**src/rtl/moxie_bus_pkg.sv**
```systemverilog
// ============================================================================
// Module      : moxie_bus_pkg
// Description : Shared arbiter state encoding, fetch byte-select and default
//               timeout for the moxie core bus logic.
// Revision    : 1.0 - initial release
// ============================================================================
`default_nettype none

package moxie_bus_pkg;

    typedef enum logic [1:0] {
        ARB_IDLE  = 2'd0,
        ARB_GNT_I = 2'd1,
        ARB_GNT_D = 2'd2
    } arb_state_e;

    typedef enum logic {
        GRANT_I = 1'b0,
        GRANT_D = 1'b1
    } grant_e;

    localparam logic [3:0]  SEL_WORD        = 4'hF;
    localparam int unsigned DEFAULT_TIMEOUT = 255;
    localparam int unsigned DEFAULT_CNT_W   = 8;

endpackage

`default_nettype wire

```
**src/rtl/moxie_bus_timeout.sv**
```systemverilog
// ============================================================================
// Module      : moxie_bus_timeout
// Description : Saturating wait counter compared against a limit input;
//               a zero limit never expires.
// Revision    : 1.0 - initial release
// ============================================================================
`default_nettype none

module moxie_bus_timeout #(
    parameter int unsigned CNT_W = 8
) (
    input  logic             clk_i,
    input  logic             rst_i,
    input  logic             clr_i,
    input  logic             en_i,
    input  logic [CNT_W-1:0] limit_i,
    output logic             expired_o
);

    logic [CNT_W-1:0] cnt_q;
    logic [CNT_W-1:0] cnt_d;

    // Saturate rather than wrap so a disabled timeout can never alias to a hit.
    always_comb begin
        cnt_d = cnt_q;
        if (clr_i) begin
            cnt_d = '0;
        end else if (en_i && (cnt_q != '1)) begin
            cnt_d = cnt_q + 1'b1;
        end
    end

    always_ff @(posedge clk_i) begin
        if (!rst_i) begin
            cnt_q <= '0;
        end else begin
            cnt_q <= cnt_d;
        end
    end

    assign expired_o = (limit_i != '0) && (cnt_q == limit_i);

endmodule

`default_nettype wire

```
**src/rtl/moxie_bus_arbiter.sv**
```systemverilog
// ============================================================================
// Module      : moxie_bus_arbiter
// Description : Two-requester (fetch / data) Wishbone master arbiter with a
//               per-transaction timeout. Define MOXIE_ARB_RR_EN for
//               round-robin arbitration instead of fixed data priority.
// Revision    : 1.0 - initial release
// ============================================================================
`default_nettype none

module moxie_bus_arbiter
    import moxie_bus_pkg::*;
#(
    parameter int unsigned TIMEOUT_CYCLES = DEFAULT_TIMEOUT,
    parameter int unsigned CNT_W          = DEFAULT_CNT_W
) (
    input  logic        clk_i,
    input  logic        rst_i,
    input  logic        if_req_i,
    input  logic [31:0] if_adr_i,
    output logic [31:0] if_dat_o,
    output logic        if_ack_o,
    output logic        if_err_o,
    input  logic        d_req_i,
    input  logic        d_we_i,
    input  logic [3:0]  d_sel_i,
    input  logic [31:0] d_adr_i,
    input  logic [31:0] d_dat_i,
    output logic [31:0] d_dat_o,
    output logic        d_ack_o,
    output logic        d_err_o,
    output logic        wb_cyc_o,
    output logic        wb_stb_o,
    output logic        wb_we_o,
    output logic [3:0]  wb_sel_o,
    output logic [31:0] wb_adr_o,
    output logic [31:0] wb_dat_o,
    input  logic [31:0] wb_dat_i,
    input  logic        wb_ack_i,
    output logic        busy_o
);

    localparam logic [CNT_W-1:0] c_timeout = CNT_W'(TIMEOUT_CYCLES);

    arb_state_e  state_q, state_d;
    logic        cyc_q, cyc_d;
    logic        we_q, we_d;
    logic [3:0]  sel_q, sel_d;
    logic [31:0] adr_q, adr_d;
    logic [31:0] wdat_q, wdat_d;
    logic        gnt_i, gnt_d;
    logic        pick_d;
    logic        in_gnt;
    logic        own_i, own_d;
    logic        expired;

`ifdef MOXIE_ARB_RR_EN
    grant_e last_q;

    always_ff @(posedge clk_i) begin
        if (!rst_i) begin
            last_q <= GRANT_I;
        end else if (gnt_d) begin
            last_q <= GRANT_D;
        end else if (gnt_i) begin
            last_q <= GRANT_I;
        end
    end

    assign pick_d = d_req_i && (!if_req_i || (last_q == GRANT_I));
`else
    assign pick_d = d_req_i;
`endif

    assign own_i  = (state_q == ARB_GNT_I);
    assign own_d  = (state_q == ARB_GNT_D);
    assign in_gnt = own_i || own_d;

    moxie_bus_timeout #(
        .CNT_W     (CNT_W)
    ) u_timeout (
        .clk_i     (clk_i),
        .rst_i     (rst_i),
        .clr_i     (!in_gnt),
        .en_i      (in_gnt),
        .limit_i   (c_timeout),
        .expired_o (expired)
    );

    always_comb begin
        state_d = state_q;
        gnt_i   = 1'b0;
        gnt_d   = 1'b0;
        cyc_d   = cyc_q;
        we_d    = we_q;
        sel_d   = sel_q;
        adr_d   = adr_q;
        wdat_d  = wdat_q;

        case (state_q)
            ARB_IDLE: begin
                if (pick_d) begin
                    state_d = ARB_GNT_D;
                    gnt_d   = 1'b1;
                end else if (if_req_i) begin
                    state_d = ARB_GNT_I;
                    gnt_i   = 1'b1;
                end
            end
            ARB_GNT_I, ARB_GNT_D: begin
                // Ack takes precedence over a coinciding timeout; both end the cycle.
                if (wb_ack_i || expired) begin
                    state_d = ARB_IDLE;
                end
            end
            default: state_d = ARB_IDLE;
        endcase

        if (gnt_d) begin
            cyc_d  = 1'b1;
            we_d   = d_we_i;
            sel_d  = d_sel_i;
            adr_d  = d_adr_i;
            wdat_d = d_dat_i;
        end else if (gnt_i) begin
            cyc_d  = 1'b1;
            we_d   = 1'b0;
            sel_d  = SEL_WORD;
            adr_d  = if_adr_i;
            wdat_d = '0;
        end else if (state_d == ARB_IDLE) begin
            cyc_d  = 1'b0;
        end
    end

    always_ff @(posedge clk_i) begin
        if (!rst_i) begin
            state_q <= ARB_IDLE;
            cyc_q   <= 1'b0;
            we_q    <= 1'b0;
            sel_q   <= '0;
            adr_q   <= '0;
            wdat_q  <= '0;
        end else begin
            state_q <= state_d;
            cyc_q   <= cyc_d;
            we_q    <= we_d;
            sel_q   <= sel_d;
            adr_q   <= adr_d;
            wdat_q  <= wdat_d;
        end
    end

    assign wb_cyc_o = cyc_q;
    assign wb_stb_o = cyc_q;
    assign wb_we_o  = we_q;
    assign wb_sel_o = sel_q;
    assign wb_adr_o = adr_q;
    assign wb_dat_o = wdat_q;
    assign busy_o   = (state_q != ARB_IDLE);

    assign if_ack_o = own_i && wb_ack_i;
    assign d_ack_o  = own_d && wb_ack_i;
    assign if_err_o = own_i && expired && !wb_ack_i;
    assign d_err_o  = own_d && expired && !wb_ack_i;
    assign if_dat_o = own_i ? wb_dat_i : '0;
    assign d_dat_o  = own_d ? wb_dat_i : '0;

endmodule

`default_nettype wire

```
**config.mk**
```make
export PLATFORM = sky130hd
export DESIGN_NAME = moxie_bus_arbiter
export DESIGN_NICKNAME = d
export VERILOG_FILES = /design/src/rtl/moxie_bus_pkg.sv /design/src/rtl/moxie_bus_timeout.sv /design/src/rtl/moxie_bus_arbiter.sv
export SDC_FILE = /design/constraint.sdc
export NUM_CORES = 1
export LEC_CHECK = 0
export BUFFER_PORTS_ARGS = -buffer_cell sky130_fd_sc_hd__buf_2
export CORE_AREA = 2 2 108 110
export CTS_CLUSTER_DIAMETER = 200
export DETAILED_ROUTE_END_ITERATION = 6
export DIE_AREA = 0 0 110 112
export PLACE_DENSITY = 0.68
export SETUP_SLACK_MARGIN = 0.2
export SLEW_MARGIN = 20
export SYNTH_ARGS = -nofsm -noshare
export SYNTH_HDL_FRONTEND = slang
export SYNTH_SLANG_ARGS = --single-unit
```
**constraint.sdc**
```tcl
create_clock -name clk_i -period 1.9 [get_ports clk_i]
set_input_delay 0 -clock clk_i [delete_from_list [all_inputs] [get_ports clk_i]]
set_output_delay 0 -clock clk_i [all_outputs]
set_load 0.02 [all_outputs]
```
==> key figures, run 1 <==
Placed design
  • Final estimated routing congestion in global placement: 0.8778
  • Post-Place Cells: just over 800
  • Dpl hpwl: approximately 8500 um
  • Port bufs: about 280

Logic synthesis
  • Top_reg_cell synth: dfxtp_1
  • Synth Cell Area: about 3700 um^2
  • Average size of a mapped cell: 8.879 um^2
  • Area share of the largest cell type after synthesis: 43.46%
  • Number of enable flip-flop cells after synthesis: 0
  • Cells after synthesis: 415
  • Synthesized flop and latch total: 80
  • Syn nets: 558
  • Async S/R FF share, synth: 0%
  • Synth area leader: dfxtp_1
  • Ys Warns: 0
  • Count leader, synth: dfxtp_1
  • Synth cell count leaders: dfxtp_1 (80), and2_1 (67), a21oi_1 (35), nor2b_1 (35)
  • Yosys cell types: 37
  • Synth area leaders: dfxtp_1 (43%), and2_1 (11%), a22oi_1 (6.7%), nor2b_1 (5.9%), o22ai_1 (5.6%)
  • Post-synthesis sequential area ratio: between 40% and 50%

Drt
  • Via-to-Cell Ratio: about 5
  • Vias: 4547
  • Wirelength per Cell: around 15 um
  • Routed wire length: about 13000 um
  • # DRC: 0
  • Antenna Nets Post-Route: 0
  • Detailed Routing Iterations Pass 1: 5
  • Drt initial violations: about 330

STA
  • Fin crit share: a little over four fifths
  • Max-slew headroom: a little under three fifths
  • Skew final: about 3.7 ps
  • Final setup vio count: 0
  • Hold violation total from the final report: 0
  • Max Slew Vio Count: 0
  • Minimum clock period: approximately 1600 ps
  • Min Hold Slack: about 22 ps
  • RSZ-0062 raised after global routing: false
  • Setup tns final: 0 ps
  • Slew at the pin closest to its max-slew limit: around 660 ps
  • Max Clock Freq: roughly 630 MHz

Setup path
  • Top Family by Delay on Critical Path: simple AND/OR/NAND/NOR gates
  • Critical Path RT: 1900 ps
  • Critical Path End: if_err_o
  • Cells on worst reg2reg path: 6
  • WS Path Type: reg -> out
  • Worst Path Buf+Inv: 1
  • CP max stage delay: around 370 ps
  • Worst reg2reg startpoint: state_q[0]
  • Worst path cell trace: ha_4, and4_4, nand2_1, nor3b_1, buf_2
  • Critical Path Source: u_timeout.cnt_q[0]
  • Setup crit end kind: output port
  • Critical path arrival: between 1500 and 2000 ps
  • Crit-path max FO: 4
  • Worst R2R End: u_timeout.cnt_q[5]
  • WP depth: 5
  • Critical Path Start Type: flop
  • Slowest-stage cell, CP: dfxtp_2
  • Flop-to-flop setup slack: ~340 ps

Clock network
  • Worst-path clk slew: 60 ps
  • CTS tree: built
  • Clk Latency, worst-skew pair: approximately 330 ps
  • Num Clock Sinks: 80
  • Max Buffers Root-to-Sink: 2
  • H-Tree Depth: 3
  • CTS buffer count: 9
  • Root Driver: clkbuf_16

Global route
  • Global Route Usage Sum: about a fifth
  • Initial antenna violation count: 0
  • Number of global-route vias before repair: about 4400
  • Grt ovf: 0
  • First-pass GRT wire length: 20710 um
  • Largest net degree at the start of global routing: 43

Cells and area
  • Non-Filler Instances: between 900 and 1000
  • Nets@finish: a little over 900
  • Area delta synth->final: 73.68%
  • Diode count: 0
  • FILL cells: approximately 940
  • Fraction of layout cells with a size suffix above 1: about two fifths

Floorplanning
  • Starting density of the core: roughly a third
  • Num ports: about 280
  • Row Count: 39
  • Die area: about 12000 um^2
  • Core area: approximately 11000 um^2
  • Die Span Y: between 100 and 150 um
  • Die Wd: approximately 110 um

Pwr
  • Peak supply drop: 0.0005904 V
  • Leak: around 3.1 nW
  • PwrDens: approximately 760 nW/um^2
  • Tot Pwr: between 4 and 5 mW

Min path
  • Hold/Removal Path Class: in -> reg

Outcome
  • Outcome: completed

Job
  • Max-cap check violation count: 0
[flip-flops by register name, indices dropped and copies added (netlist names)]
signal	count
wb_adr_o	32
wb_dat_o	32
u_timeout.cnt_q	8
wb_sel_o	4
state_q	2
wb_cyc_o	1
wb_we_o	1
[through the flow]
step                utilization, %  setup WS [ps]  area, um^2
finish                       57.27          301.1        6400
global route                 57.27          185.3        6400
CTS                          56.87          230.0        6355
detailed placement           45.69          182.1        5106
global placement             45.69          304.9        5106
floorplan                        -          395.7        3685
[metal layers]
metal	global-route usage, %	routed length, um
met1	24.03	5278
met3	5.269	1006
met5	0	0
met4	8.608	371
met2	37.06	6825
[worst register-to-register path, delay by kind of cell (launching register included)]
kind	cells	cell delay, ps
DFF	1	370
buffers and inverters	2	240
adders and majority gates	1	320
AOI/OAI and AO/OA	1	340
and+or+nand+nor	2	160
[repair_timing]
| item | in CTS | in global routing |
|---|---|---|
| pin swaps | 0 | 1 |
| resized for setup | 5 | 8 |
| endpoints found under the setup margin | 3 | 8 |
| hold endpoints to repair | 67 | 0 |
| hold buffers | 96 | 0 |
| setup buffers | 0 | 1 |
[layout by cell type (no fill, tap or decap), drive strengths merged, types with 3 or more instances in the layout]
| cell type | count |
|---|---|
| a21oi | 35 |
| a22oi | 33 |
| and2 | 68 |
| buf | 287 |
| clkbuf | 11 |
| clkinvlp | 3 |
| dfxtp | 80 |
| dlygate4sd3 | 96 |
| ha | 5 |
| inv | 7 |
| nand2 | 6 |
| nand3 | 5 |
| nand4 | 3 |
| nor2b | 35 |
| nor3 | 5 |
| nor3b | 4 |
| o21ai | 38 |
| o221a | 4 |
| o22ai | 33 |
[logic make-up (layout without fill, tap and decap cells)]
group,after synthesis,in the layout,share of synthesized area [%]
simple gates,135,135,22.51
buf+inv,43,406,6.791
flops,80,80,43.46
fa+ha+maj,5,5,1.698
compound gates,152,152,25.53
[power breakdown]
part           leakage (nW)  switching (mW)  internal [mW]
clock                 0.128           0.659          0.915
sequential            0.662          0.0800           1.83
combinational          2.34           0.770          0.601
total                  3.13            1.51           3.35
[area by class of cell]
class	instances	area (um^2)	area share, %
timing repair buffer	383	2441	38.14
multi-input combinational	292	1872	29.25
sequential	80	1607	25.10
clock buffer	11	242.7	3.793
tap	143	178.9	2.796
clock inverter	5	32.53	0.5083
inverter	7	26.28	0.4106
[worst min path at each step]
stage	start	endpoint	slack (ps)	cells past startpoint
3_5_place_dp	d_dat_i[29]	wb_dat_o[29]	270	3
2_1_floorplan	wb_ack_i	d_err_o	80	1
4_1_cts	d_adr_i[3]	wb_adr_o[3]	2	3
3_3_place_gp	d_dat_i[21]	wb_dat_o[21]	260	3
6_report	d_adr_i[3]	wb_adr_o[3]	20	3
5_1_grt	d_adr_i[3]	wb_adr_o[3]	20	3
(Power assumes the default switching activity.)
==> inputs of run 2 (changes only) <==
PLACE_DENSITY = 0.71   (was 0.68)
clock period = 1.45 ns   (was 1.9 ns; I/O delays follow)
==> run 2 against run 1 <==
  * Power rose by 64%
  * Critical endpoint is now d_dat_o[17]
  * Cell count is 6.4% higher
  * Sequential power grew 34%
  * Register-to-register slack worse by 360 ps
  * Hold slack got worse by 12 ps
  * The flow now finishes with violations (setup timing)
  * Largest power group is now combinational logic
  * Worst setup slack lost 330 ps
  * Via count grew 10%
  * Cell area rose by 35%
  * Combinational power increased by 130%
  * Global-route usage is 7.5 points higher
  * Critical path depth up 1
  * Sequential share of layout area shrank 6.4 points
==> key figures, run 2 (synthesis results as in run 1) <==
Cells and area
  • Most frequent cells in the layout: buf_2 (208), dlygate4sd3_1 (101), buf_6 (81)
  • Area delta synth->final: 134.2%
  • Non-Filler Instances: 980 (+6.4%)
  • Commonest non-fill, non-tap cell in the layout: buf_2
  • Core Util, Final: 77.23% (+20 points)
  • Nets@finish: 974 (+6.3%)
  • FILL cells: 674 (-28%)
  • Fraction of layout cells with a size suffix above 1: 64.71% (+24 points)

Setup path
  • CP max stage delay: 370 ps (about the same)
  • Worst path cell trace: inv_4, ha_4, buf_12, buf_16, and2_4, buf_6
  • Crit-path max FO: 8 (+4)
  • Slowest-stage cell, CP: dfxtp_4
  • Worst Path Buf+Inv: 4 (+3)
  • Top Family by Delay on Critical Path: buffers and inverters
  • WS Path Type: reg -> out
  • Setup crit end kind: output port
  • Critical Path RT: 1450 ps (-450 ps)
  • Critical path arrival: 1480 ps (-120 ps)
  • Critical Path Start Type: flop

Placed design
  • Final estimated routing congestion in global placement: 0.8757 (-0.24%)
  • Port bufs: 277 (unchanged)
  • Dpl hpwl: 9143 um (+7.7%)
  • Post-Place Cells: 811 (+0.37%)

Drt
  • Antenna Nets Post-Route: 0 (unchanged)
  • Vias: 5022 (+10%)
  • Routed wire length: 19010 um (+41%)
  • Via-to-Cell Ratio: 5.124 (+3.8%)
  • Wirelength per Cell: 19.40 um (+33%)
  • # DRC: 0 (unchanged)
  • Detailed Routing Iterations Pass 1: 4 (-1)
  • Drt initial violations: 253 (-23%)

Clock network
  • H-Tree Depth: 3 (unchanged)
  • Clk Latency, worst-skew pair: 330 ps (about the same)
  • Worst-path clk slew: 60 ps (about the same)
  • Root Driver: clkbuf_16
  • CTS tree: built
  • Max Buffers Root-to-Sink: 2 (unchanged)
  • CTS buffer count: 9 (unchanged)
  • Num Clock Sinks: 80 (unchanged)

Outcome
  • Failing checks: setup timing
  • Outcome: complete, but fails checks

STA
  • Slew at the pin closest to its max-slew limit: 757.2 ps (+96.22 ps)
  • Hold violation total from the final report: 0 (unchanged)
  • Skew final: 6.762 ps (+3.031 ps)
  • Setup tns final: -648.7 ps (-648.7 ps)
  • Minimum clock period: 1482 ps
  • Max Clock Freq: a little under 700 MHz
  • Max-slew headroom: 49.52% (-6.4 points)
  • Max Slew Vio Count: 0 (unchanged)
  • RSZ-0062 raised after global routing: true
  • Fin crit share: 102.2%
  • Final setup vio count: 36 (+36)
  • Worst setup margin: -32.23 ps (-333.3 ps)

Pwr
  • Peak supply drop: 0.0006761 V (+15%)
  • PwrDens: 925.7 nW/um^2 (+22%)
  • Leak: 3.864 nW (+24%)

Floorplanning
  • Starting density of the core: 32.98% (unchanged)
  • Die Wd: 110 um (unchanged)
  • Die area: 12320 um^2 (unchanged)
  • Row Count: 39 (unchanged)
  • Die Span Y: 112 um (unchanged)
  • Num ports: 278 (unchanged)
  • Core area: 11170 um^2 (unchanged)

Global route
  • Number of global-route vias before repair: 5276 (+19%)
  • Largest net degree at the start of global routing: 43 (unchanged)
  • First-pass GRT wire length: 27380 um (+32%)
  • Initial antenna violation count: 2 (+2)
  • Global Route Usage Sum: 28.62% (+7.5 points)
  • Grt ovf: 0 (unchanged)

Job
  • Max-cap check violation count: 0 (unchanged)

Min path
  • Hold/Removal Path Class: in -> reg
[run 2: tightest hold or removal path, cell delays in order]
cell and delay [ps]:
buf_2 80, o22ai_1 70, a21oi_1 150
[run 2: final timing paths]
path                                         start            to  slack, ps  cells past startpoint
worst max-delay path                    state_q[0]   d_dat_o[17]        -30                      6
worst min-delay path                    d_adr_i[0]   wb_adr_o[0]         10                      3
worst min register to register        wb_adr_o[17]  wb_adr_o[17]        530                      2
worst max register to register  u_timeout.cnt_q[1]    state_q[1]        -20                      6
[run 2: area by class of cell]
class / instances / area, um^2 / area share, %
timing repair buffer: 440 / 3860 / 44.73
multi-input combinational: 293 / 2626 / 30.43
clock inverter: 5 / 55.05 / 0.6380
antenna: 1 / 2.502 / 0.02900
inverter: 7 / 36.28 / 0.4205
sequential: 80 / 1618 / 18.75
tap: 143 / 178.9 / 2.073
clock buffer: 11 / 252.7 / 2.929
[run 2: report_power, final]
part | leakage [nW] | internal (mW) | switching, mW | total [mW]
Combinational | 3.05 | 1.66 | 1.45 | 3.12
Clock | 0.148 | 1.42 | 0.887 | 2.31
Sequential | 0.663 | 2.40 | 0.168 | 2.56
Total | 3.86 | 5.48 | 2.51 | 7.99
[run 2: layer usage]
metal	vias to the layer above	wire length [um]	global-route usage [%]
met5	-	13	0
met4	2	824	13.67
met3	75	1176	6.967
met2	246	10050	50.80
met1	2365	6946	31.26
li1	2334	-	-
[run 2: repair_timing]
| item | CTS | global route |
|---|---|---|
| gates cloned | 12 | 4 |
| setup endpoints to repair | 146 | 149 |
| endpoints found under the hold margin | 70 | 0 |
| hold buffers | 101 | 0 |
| resized for setup | 296 | 79 |
| pin swaps | 53 | 36 |
| buffers inserted | 23 | 12 |
[run 2: through the flow]
step           hold WS, ps  total power, mW  worst slack (ps)  area, um^2
2_1_floorplan        81.66            3.601             37.05        3874
6_report             9.816            7.988            -32.23        8630
4_1_cts              5.681            7.602            -18.43        8103
3_3_place_gp         255.7            4.164            -81.81        5328
3_5_place_dp         260.3            4.229            -16.22        5355
5_1_grt              25.42            8.319            -94.78        8630
